==> src/rtl/detector_scan_sequencer.sv <==
// Scan sequencer for the detector bank: settles, averages and thresholds each
// channel in turn, then hands one result word per channel to the host logger.
module detector_scan_sequencer #(
    parameter int N_CH        = 6,
    parameter int SAMPLE_W    = 12,
    parameter int ACC_LOG2    = 4,
    parameter int SETTLE_CYC  = 4,
    parameter int TIMEOUT_CYC = 255,
    localparam int CH_W       = (N_CH > 1) ? $clog2(N_CH) : 1
) (
    input  logic                clk,
    input  logic                rst_n,
    input  logic                start,
    input  logic                abort,
    input  logic [SAMPLE_W-1:0] threshold,
    output logic [CH_W-1:0]     ch_sel,
    output logic                sample_req,
    input  logic                sample_valid,
    input  logic [SAMPLE_W-1:0] sample_data,
    output logic                res_valid,
    input  logic                res_ready,
    output logic [CH_W-1:0]     res_ch,
    output logic [SAMPLE_W-1:0] res_avg,
    output logic                res_pos,
    output logic                res_err,
    output logic                busy,
    output logic                done
);

    localparam int ACC_W  = SAMPLE_W + ACC_LOG2;
    localparam int SCNT_W = (ACC_LOG2 > 0) ? ACC_LOG2 : 1;
    localparam int SET_W  = $clog2(SETTLE_CYC + 1);
    localparam int TMO_W  = $clog2(TIMEOUT_CYC + 1);

    typedef enum logic [2:0] {
        ST_IDLE   = 3'd0,
        ST_SETTLE = 3'd1,
        ST_SAMPLE = 3'd2,
        ST_EMIT   = 3'd3,
        ST_FINISH = 3'd4
    } state_t;

    state_t              state_r, state_s;
    logic [CH_W-1:0]     ch_r, ch_s;
    logic [ACC_W-1:0]    acc_r, acc_s;
    logic [SCNT_W-1:0]   samp_cnt_r, samp_cnt_s;
    logic [SET_W-1:0]    settle_cnt_r, settle_cnt_s;
    logic [TMO_W-1:0]    tmo_cnt_r, tmo_cnt_s;
    logic [SAMPLE_W-1:0] thr_r, thr_s;
    logic [SAMPLE_W-1:0] res_avg_r, res_avg_s;
    logic                res_pos_r, res_pos_s;
    logic                res_err_r, res_err_s;
    logic                sample_req_r, res_valid_r, busy_r, done_r;
    logic [ACC_W-1:0]    acc_sum_s;
    logic [SAMPLE_W-1:0] avg_s;

    // Running sum including the sample arriving this cycle; the average is the truncated top bits.
    always_comb begin
        acc_sum_s = acc_r + ACC_W'(sample_data);
        avg_s     = acc_sum_s[ACC_W-1:ACC_LOG2];
    end

    // Next-state and datapath update; abort overrides everything outside IDLE.
    always_comb begin
        state_s      = state_r;
        ch_s         = ch_r;
        acc_s        = acc_r;
        samp_cnt_s   = samp_cnt_r;
        settle_cnt_s = settle_cnt_r;
        tmo_cnt_s    = tmo_cnt_r;
        thr_s        = thr_r;
        res_avg_s    = res_avg_r;
        res_pos_s    = res_pos_r;
        res_err_s    = res_err_r;
        if (abort && (state_r != ST_IDLE)) begin
            state_s      = ST_IDLE;
            ch_s         = '0;
            acc_s        = '0;
            samp_cnt_s   = '0;
            settle_cnt_s = '0;
            tmo_cnt_s    = '0;
            res_avg_s    = '0;
            res_pos_s    = 1'b0;
            res_err_s    = 1'b0;
        end else begin
            case (state_r)
                ST_IDLE: begin
                    if (start && !abort) begin
                        thr_s        = threshold;
                        ch_s         = '0;
                        acc_s        = '0;
                        samp_cnt_s   = '0;
                        settle_cnt_s = '0;
                        tmo_cnt_s    = '0;
                        state_s      = ST_SETTLE;
                    end else begin
                        state_s = ST_IDLE;
                    end
                end
                ST_SETTLE: begin
                    if (settle_cnt_r == SET_W'(SETTLE_CYC - 1)) begin
                        settle_cnt_s = '0;
                        state_s      = ST_SAMPLE;
                    end else begin
                        settle_cnt_s = settle_cnt_r + SET_W'(1);
                    end
                end
                ST_SAMPLE: begin
                    if (sample_valid) begin
                        acc_s     = acc_sum_s;
                        tmo_cnt_s = '0;
                        if (samp_cnt_r == SCNT_W'((1 << ACC_LOG2) - 1)) begin
                            res_avg_s = avg_s;
                            res_pos_s = (avg_s >= thr_r);
                            res_err_s = 1'b0;
                            state_s   = ST_EMIT;
                        end else begin
                            samp_cnt_s = samp_cnt_r + SCNT_W'(1);
                        end
                    end else if (tmo_cnt_r == TMO_W'(TIMEOUT_CYC - 1)) begin
                        // Converter went silent: report the channel as failed rather than stall the scan.
                        res_avg_s = '0;
                        res_pos_s = 1'b0;
                        res_err_s = 1'b1;
                        state_s   = ST_EMIT;
                    end else begin
                        tmo_cnt_s = tmo_cnt_r + TMO_W'(1);
                    end
                end
                ST_EMIT: begin
                    if (res_ready) begin
                        if (ch_r < CH_W'(N_CH - 1)) begin
                            ch_s         = ch_r + CH_W'(1);
                            acc_s        = '0;
                            samp_cnt_s   = '0;
                            settle_cnt_s = '0;
                            tmo_cnt_s    = '0;
                            state_s      = ST_SETTLE;
                        end else begin
                            state_s = ST_FINISH;
                        end
                    end else begin
                        state_s = ST_EMIT;
                    end
                end
                ST_FINISH: begin
                    state_s = ST_IDLE;
                end
                default: begin
                    state_s = ST_IDLE;
                end
            endcase
        end
    end

    // FSM state register.
    always_ff @(posedge clk or negedge rst_n) begin
        if (!rst_n) begin
            state_r <= ST_IDLE;
        end else begin
            state_r <= state_s;
        end
    end

    // Channel, accumulator, counters, latched threshold and result word.
    always_ff @(posedge clk or negedge rst_n) begin
        if (!rst_n) begin
            ch_r         <= '0;
            acc_r        <= '0;
            samp_cnt_r   <= '0;
            settle_cnt_r <= '0;
            tmo_cnt_r    <= '0;
            thr_r        <= '0;
            res_avg_r    <= '0;
            res_pos_r    <= 1'b0;
            res_err_r    <= 1'b0;
        end else begin
            ch_r         <= ch_s;
            acc_r        <= acc_s;
            samp_cnt_r   <= samp_cnt_s;
            settle_cnt_r <= settle_cnt_s;
            tmo_cnt_r    <= tmo_cnt_s;
            thr_r        <= thr_s;
            res_avg_r    <= res_avg_s;
            res_pos_r    <= res_pos_s;
            res_err_r    <= res_err_s;
        end
    end

    // Control outputs registered from the next state so they align with the state register.
    always_ff @(posedge clk or negedge rst_n) begin
        if (!rst_n) begin
            sample_req_r <= 1'b0;
            res_valid_r  <= 1'b0;
            busy_r       <= 1'b0;
            done_r       <= 1'b0;
        end else begin
            sample_req_r <= (state_s == ST_SAMPLE);
            res_valid_r  <= (state_s == ST_EMIT);
            busy_r       <= (state_s != ST_IDLE);
            done_r       <= (state_s == ST_FINISH);
        end
    end

    assign ch_sel     = ch_r;
    assign sample_req = sample_req_r;
    assign res_valid  = res_valid_r;
    assign res_ch     = ch_r;
    assign res_avg    = res_avg_r;
    assign res_pos    = res_pos_r;
    assign res_err    = res_err_r;
    assign busy       = busy_r;
    assign done       = done_r;

endmodule
==> config.mk <==
export PLATFORM = sky130hd
export DESIGN_NAME = detector_scan_sequencer
export DESIGN_NICKNAME = d
export VERILOG_FILES = /design/src/rtl/detector_scan_sequencer.sv
export SDC_FILE = /design/constraint.sdc
export NUM_CORES = 1
export LEC_CHECK = 0
export BUFFER_PORTS_ARGS = -buffer_cell sky130_fd_sc_hd__buf_2
export CAP_MARGIN = 0
export CORE_ASPECT_RATIO = 1.1
export CORE_UTILIZATION = 52
export DETAILED_ROUTE_END_ITERATION = 10
export HOLD_SLACK_MARGIN = 0.15
export PLACE_DENSITY = 0.79
export SLEW_MARGIN = 30
export SYNTH_ARGS = -nofsm -noshare
export SYNTH_HDL_FRONTEND = slang
export SYNTH_SLANG_ARGS = --single-unit
==> constraint.sdc <==
create_clock -name clk -period 3.17 [get_ports clk]
set_clock_uncertainty 0.15 [all_clocks]
set_input_delay 0.4755 -clock clk [delete_from_list [all_inputs] [get_ports clk]]
set_output_delay 0.4755 -clock clk [all_outputs]
set_load 0.02 [all_outputs]
== Word-level counts from Yosys, hierarchy flattened ==
Cells that the tools add are included.
Storage, ports and cells
  logic and storage cells: 110
  register bits: 67
Cells by class
  reductions and logical operators: 18
  bitwise logic cells: 1
  $add $sub $neg: 5
  equal/unequal tests: 16
  multiplexer cells: 54
  order comparisons: 2
Operators with widths (number)
  two-way mux 16 bit: 5
  two-way mux 12 bit: 5
  two-way mux 8 bit: 6
  case mux 16 bit (3 select lines): 1
  two-way mux 3 bit: 15
  two-way mux 4 bit: 6
  case mux 8 bit (3 select lines): 1
  adder 16 x 12 -> 16 bit: 1
  equality test 3 x 2 -> 1 bit, second input constant: 5
  != test 3 bit, second input constant: 5
  greater-or-equal comparator 12 bit: 1
  case mux 3 bit (4 select lines): 1
  case mux 4 bit (3 select lines): 1
  nonzero test 3 bit: 4
  two-way mux 1 bit: 11
  AND reduction 5 bit: 2
  case mux 3 bit (3 select lines): 1
  adder 8 x 1 -> 8 bit, second input constant: 1
  equality test 8 bit, second input constant: 1
  AND reduction 4 bit: 2
  nonzero test 4 bit: 2
  adder 3 x 1 -> 3 bit, second input constant: 2
  case mux 3 bit (2 select lines): 1
  AND reduction 3 bit: 2
  13 further kinds: 14

== Logic depth before layout (Yosys ltp) ==
  word-level depth: 6
  gate-level depth with buffers: 12

== Worst setup path after synthesis ==
No wires, ideal clock.
  path type: input-to-reg
  from: in sample_data[0]
  to: reg res_pos_r (netlist: res_pos)
  data arrival time: 3117 ps
  data required time: 2888 ps
  stages: 12
  path slack: -229 ps
  cell sequence: ha_1 -> fa_1 -> a21o_1 -> a221oi_2 -> a221o_2 -> a21boi_2 -> or3_1 -> and2_1 -> ha_1 -> and3_1 -> a221oi_1 -> o21ai_0
Between the ends
  word-level cells in the longest chain between the ends: 6
Ends and longest elaborated chain
  start: declaration: RTL line 19  | input logic [SAMPLE_W-1:0] sample_data,
  adder 16 x 12 -> 16 bit: RTL line 59  | acc_sum_s = acc_r + ACC_W'(sample_data);
  greater-or-equal comparator 12 bit: RTL line 114  | res_pos_s = (avg_s >= thr_r);
  two-way mux 1 bit: RTL line 112  | if (samp_cnt_r == SCNT_W'((1 << ACC_LOG2) - 1)) begin
  two-way mux 1 bit: RTL line 109  | if (sample_valid) begin
  two-way mux 1 bit: RTL line 86  | case (state_r)
  two-way mux 1 bit: RTL line 75  | if (abort && (state_r != ST_IDLE)) begin
  end signal: assignment: RTL line 185  | res_pos_r <= res_pos_s;
  end: declaration: RTL line 51  | logic res_pos_r, res_pos_s;
No other way between the ends. The select of a mux whose other input is x is not followed.
A chain may end at the register's enable or synchronous reset.

== Worst setup path in the final report ==
  from: reg acc_r[0]
  to: reg res_pos_r (netlist: res_pos)
Between the ends
  word-level cells in the longest chain between the ends: 6
Ends and longest elaborated chain
  start: declaration: RTL line 45  | logic [ACC_W-1:0] acc_r, acc_s;
  start signal: assignment: RTL line 179  | acc_r <= acc_s;
  adder 16 x 12 -> 16 bit: RTL line 59
  greater-or-equal comparator 12 bit: RTL line 114
  two-way mux 1 bit: RTL line 112
  two-way mux 1 bit: RTL line 109
  two-way mux 1 bit: RTL line 86
  two-way mux 1 bit: RTL line 75
No other way between the ends. The select of a mux whose other input is x is not followed.

==> flow_metrics.py <==
metrics = {
    "run_status": {
        "outcome": "finished with violations",
        "violations": "DRC, setup timing",
    },
    "drt": {
        "top_layer": "met4",
        "dr.pass1.iters": 7,
        "wl_met3_um": 317,
        "drtAntennaViolNets": 0,
        "avgRoutedWirePerCell_um": 16.0,
        "wl_met1_um": 3890,
        "drc": 7,
        "vias_per_cell": 5.72,
        "finalWirelength_um": 8970,
        "met2_length_um": 4570,
        "via_count": 3215,
        "drt_iter0_markers": 122,
    },
    "global_routing": {
        "grt_max_degree": 38,
        "antenna_found_initial": 0,
        "grt_pass1_wl_um": 15300,
        "grt-ovfl-total": 0,
        "grt.total_usage_pct": 25.1,
        "first_global_vias": 3345,
    },
    "run": {
        "maxCapViolations": 0,
    },
    "floorplan": {
        "core-area_sq_um": 7090,
        "io_pins": 54,
        "die_w_um": 84.1,
        "floorplan.initialDensity_pct": 54.5,
        "die_h_um": 92.4,
        "die_area_sq_um": 7770,
        "rows": 32,
    },
    "sta": {
        "rsz0062_at_grt": "true",
        "setup_viol": 1,
        "finalCriticalPeriod_ps": 3240,
        "period_share_pct": 102,
        "maxSlewHeadroom_pct": 53.7,
        "drv_slew": 0,
        "hold_viol": 0,
        "fmax_mhz": 309,
        "tightest_slew_ps": 692,
        "layout_setup_ws_ps": -65.7,
    },
    "clock_tree": {
        "cts_buffers": 9,
        "cts_tree": "built",
        "clock_sinks": 67,
        "htree_levels": 3,
        "clock_path_buffers": 2,
        "root_buffer": "clkbuf_8",
        "path_clk_slew_ps": 80,
        "clk_latency_ps": 350,
    },
    "synth": {
        "ys_seq_area_share_pct": 43.4,
        "yosys_warnings": 0,
        "ys_types": 64,
        "synthArstFlopShare_pct": 100,
        "synth_edf_count": 0,
        "synth_area_per_cell_sq_um": 10.2,
        "ys_ff_latch": 67,
        "syn_inst": 379,
        "synth_nets": 439,
        "ys.flop_type": "dfrtp_1",
        "syn_area_sq_um": 3860,
    },
    "worst_hold_path": {
        "worstHoldPathType": "primary input to flip-flop",
        "hp-start": "threshold[2]",
        "holdPathStages": 2,
        "worstHoldEndpoint": "thr_r[2]",
    },
    "placed_design": {
        "hpwl_um": 6430,
        "gp_congestion": 0.888,
        "dpl_cell_area_sq_um": 4460,
        "port_buffers": 53,
    },
    "layout": {
        "final_area_sq_um": 4780,
        "fin_util_pct": 67.5,
        "final_common_cell": "dfrtp_1",
        "diodes": 0,
        "nets": 532,
        "final_cell_mix": "dfrtp_1, buf_2, buf_4",
        "drive_above_1_share_pct": 31.2,
        "area_delta_synth_final_pct": 23.9,
    },
    "critical_path": {
        "cp-start-kind": "flip-flop",
        "rr_startpoint": "acc_r[0]",
        "cp-end-kind": "flip-flop",
        "critPathRequiredTime_ps": 3260,
        "path_class": "flip-flop to flip-flop",
        "arrival_ps": 3330,
        "reg2reg_depth": 12,
        "reg2reg_to": "res_pos",
        "crit_path_max_fanout": 2,
        "worst-r2r-setup-slack_ps": -70,
    },
    "pwr": {
        "peakVddDrop_mv": 0.438,
        "p_leak_nw": 2.45,
        "design_power_total_mw": 2.63,
        "cellPowerDensity_nw_per_um2": 551,
    },
}
[cell type report]
type	instances	area (sq um)
fill	547	2300
multi-input combinational	276	2100
inverter	22	82.6
clock inverter	6	88.8
timing repair buffer	96	591
sequential	67	1680
tap	85	106
clock buffer	10	138
[cells by family after synthesis]
logic type	Yosys count	share of synthesized area, %
AOI/OAI and AO/OA	99	19.5
xor gates and xnor gates	18	4.08
adders and majority gates	30	9.92
buffers and inverters	36	4.25
DFF	67	43.4
muxes	12	3.50
and+or+nand+nor	117	15.3
[sequential cells by signal, indices dropped and copies added (netlist names), 3 cells and up]
register	flops
settle_cnt_r	3
samp_cnt_r	4
res_avg	12
thr_r	12
state_r	3
acc_r	16
ch_sel	3
tmo_cnt_r	8
[what timing repair did]
item,CTS,global route
buffers inserted,1,2
hold endpoints to repair,67,0
cloned,0,0
hold buffers,1,0
setup endpoints to repair,1,1
gates resized for setup,4,9
pin swaps,8,14
[cells in the mapped netlist, types with 4 or more instances]
library cell   n  area share (%)
buf_4          5            0.97
inv_1         21             2.0
a22o_1        13             2.9
nand4_1        5            0.81
a21oi_1       11             1.4
nand3_1       10             1.3
nor3_1         4            0.52
and2_1         6            0.97
nand2_1       40             3.9
nor2_1        20             1.9
xor2_1        10             2.3
o211ai_1       5            0.97
mux2_2        12             3.5
clkbuf_1       5            0.49
xnor2_1        8             1.8
nand2b_1       4            0.65
and3_1         7             1.1
o31ai_1        6             1.2
or3_1          4            0.65
o21ai_0       20             2.6
a21o_1         7             1.4
ha_1          29             9.4
dfrtp_1       67              43
[critical path, stage by stage (launching register included)]
cell,delay (ps)
dfrtp_1,410
ha_4,180
fa_2,330
a21o_1,230
a21oi_2,160
xor2_1,230
ha_1,290
nand2b_1,170
a211oi_2,230
o21ai_1,120
a221o_1,320
a221oi_2,230
o21ai_1,100
[through the flow]
| step | TNS [ps] | hold slack [ps] | std cells | setup slack [ps] |
|---|---|---|---|---|
| after floorplan | -66.7 | 29.9 | 379 | -66.7 |
| after global placement | -303 | 307 | 542 | -303 |
| after detailed placement | -377 | 321 | 542 | -377 |
| after CTS | -142 | 200 | 560 | -142 |
| after global routing | -194 | 201 | 562 | -194 |
| final | -65.7 | 200 | 562 | -65.7 |
[routing by layer]
| layer | track usage, % | up-vias |
|---|---|---|
| met2 | 44.2 | 63 |
| met5 | 0 | - |
| met3 | 5.35 | 18 |
| met4 | 9.63 | 0 |
| met1 | 30.2 | 1578 |
| li1 | - | 1556 |
[how the worst max path moves through the flow]
| stage | slack (ps) | startpoint | cells past startpoint | end |
|---|---|---|---|---|
| after floorplan | -70 | sample_data[0] | 12 | res_pos |
| after global placement | -300 | sample_data[0] | 13 | res_pos |
| after detailed placement | -380 | sample_data[0] | 13 | res_pos |
| after CTS | -140 | acc_r[0] | 12 | res_pos |
| after global routing | -190 | acc_r[0] | 12 | res_pos |
| final | -70 | acc_r[0] | 12 | res_pos |
[report_power, final]
part | switching, mW | internal, mW | leakage (nW) | total [mW]
clock | 0.348 | 0.464 | 0.108 | 0.812
sequential | 0.0856 | 0.970 | 0.901 | 1.06
combinational | 0.432 | 0.334 | 1.44 | 0.765
Note: power is estimated with default switching activity, not from simulation.
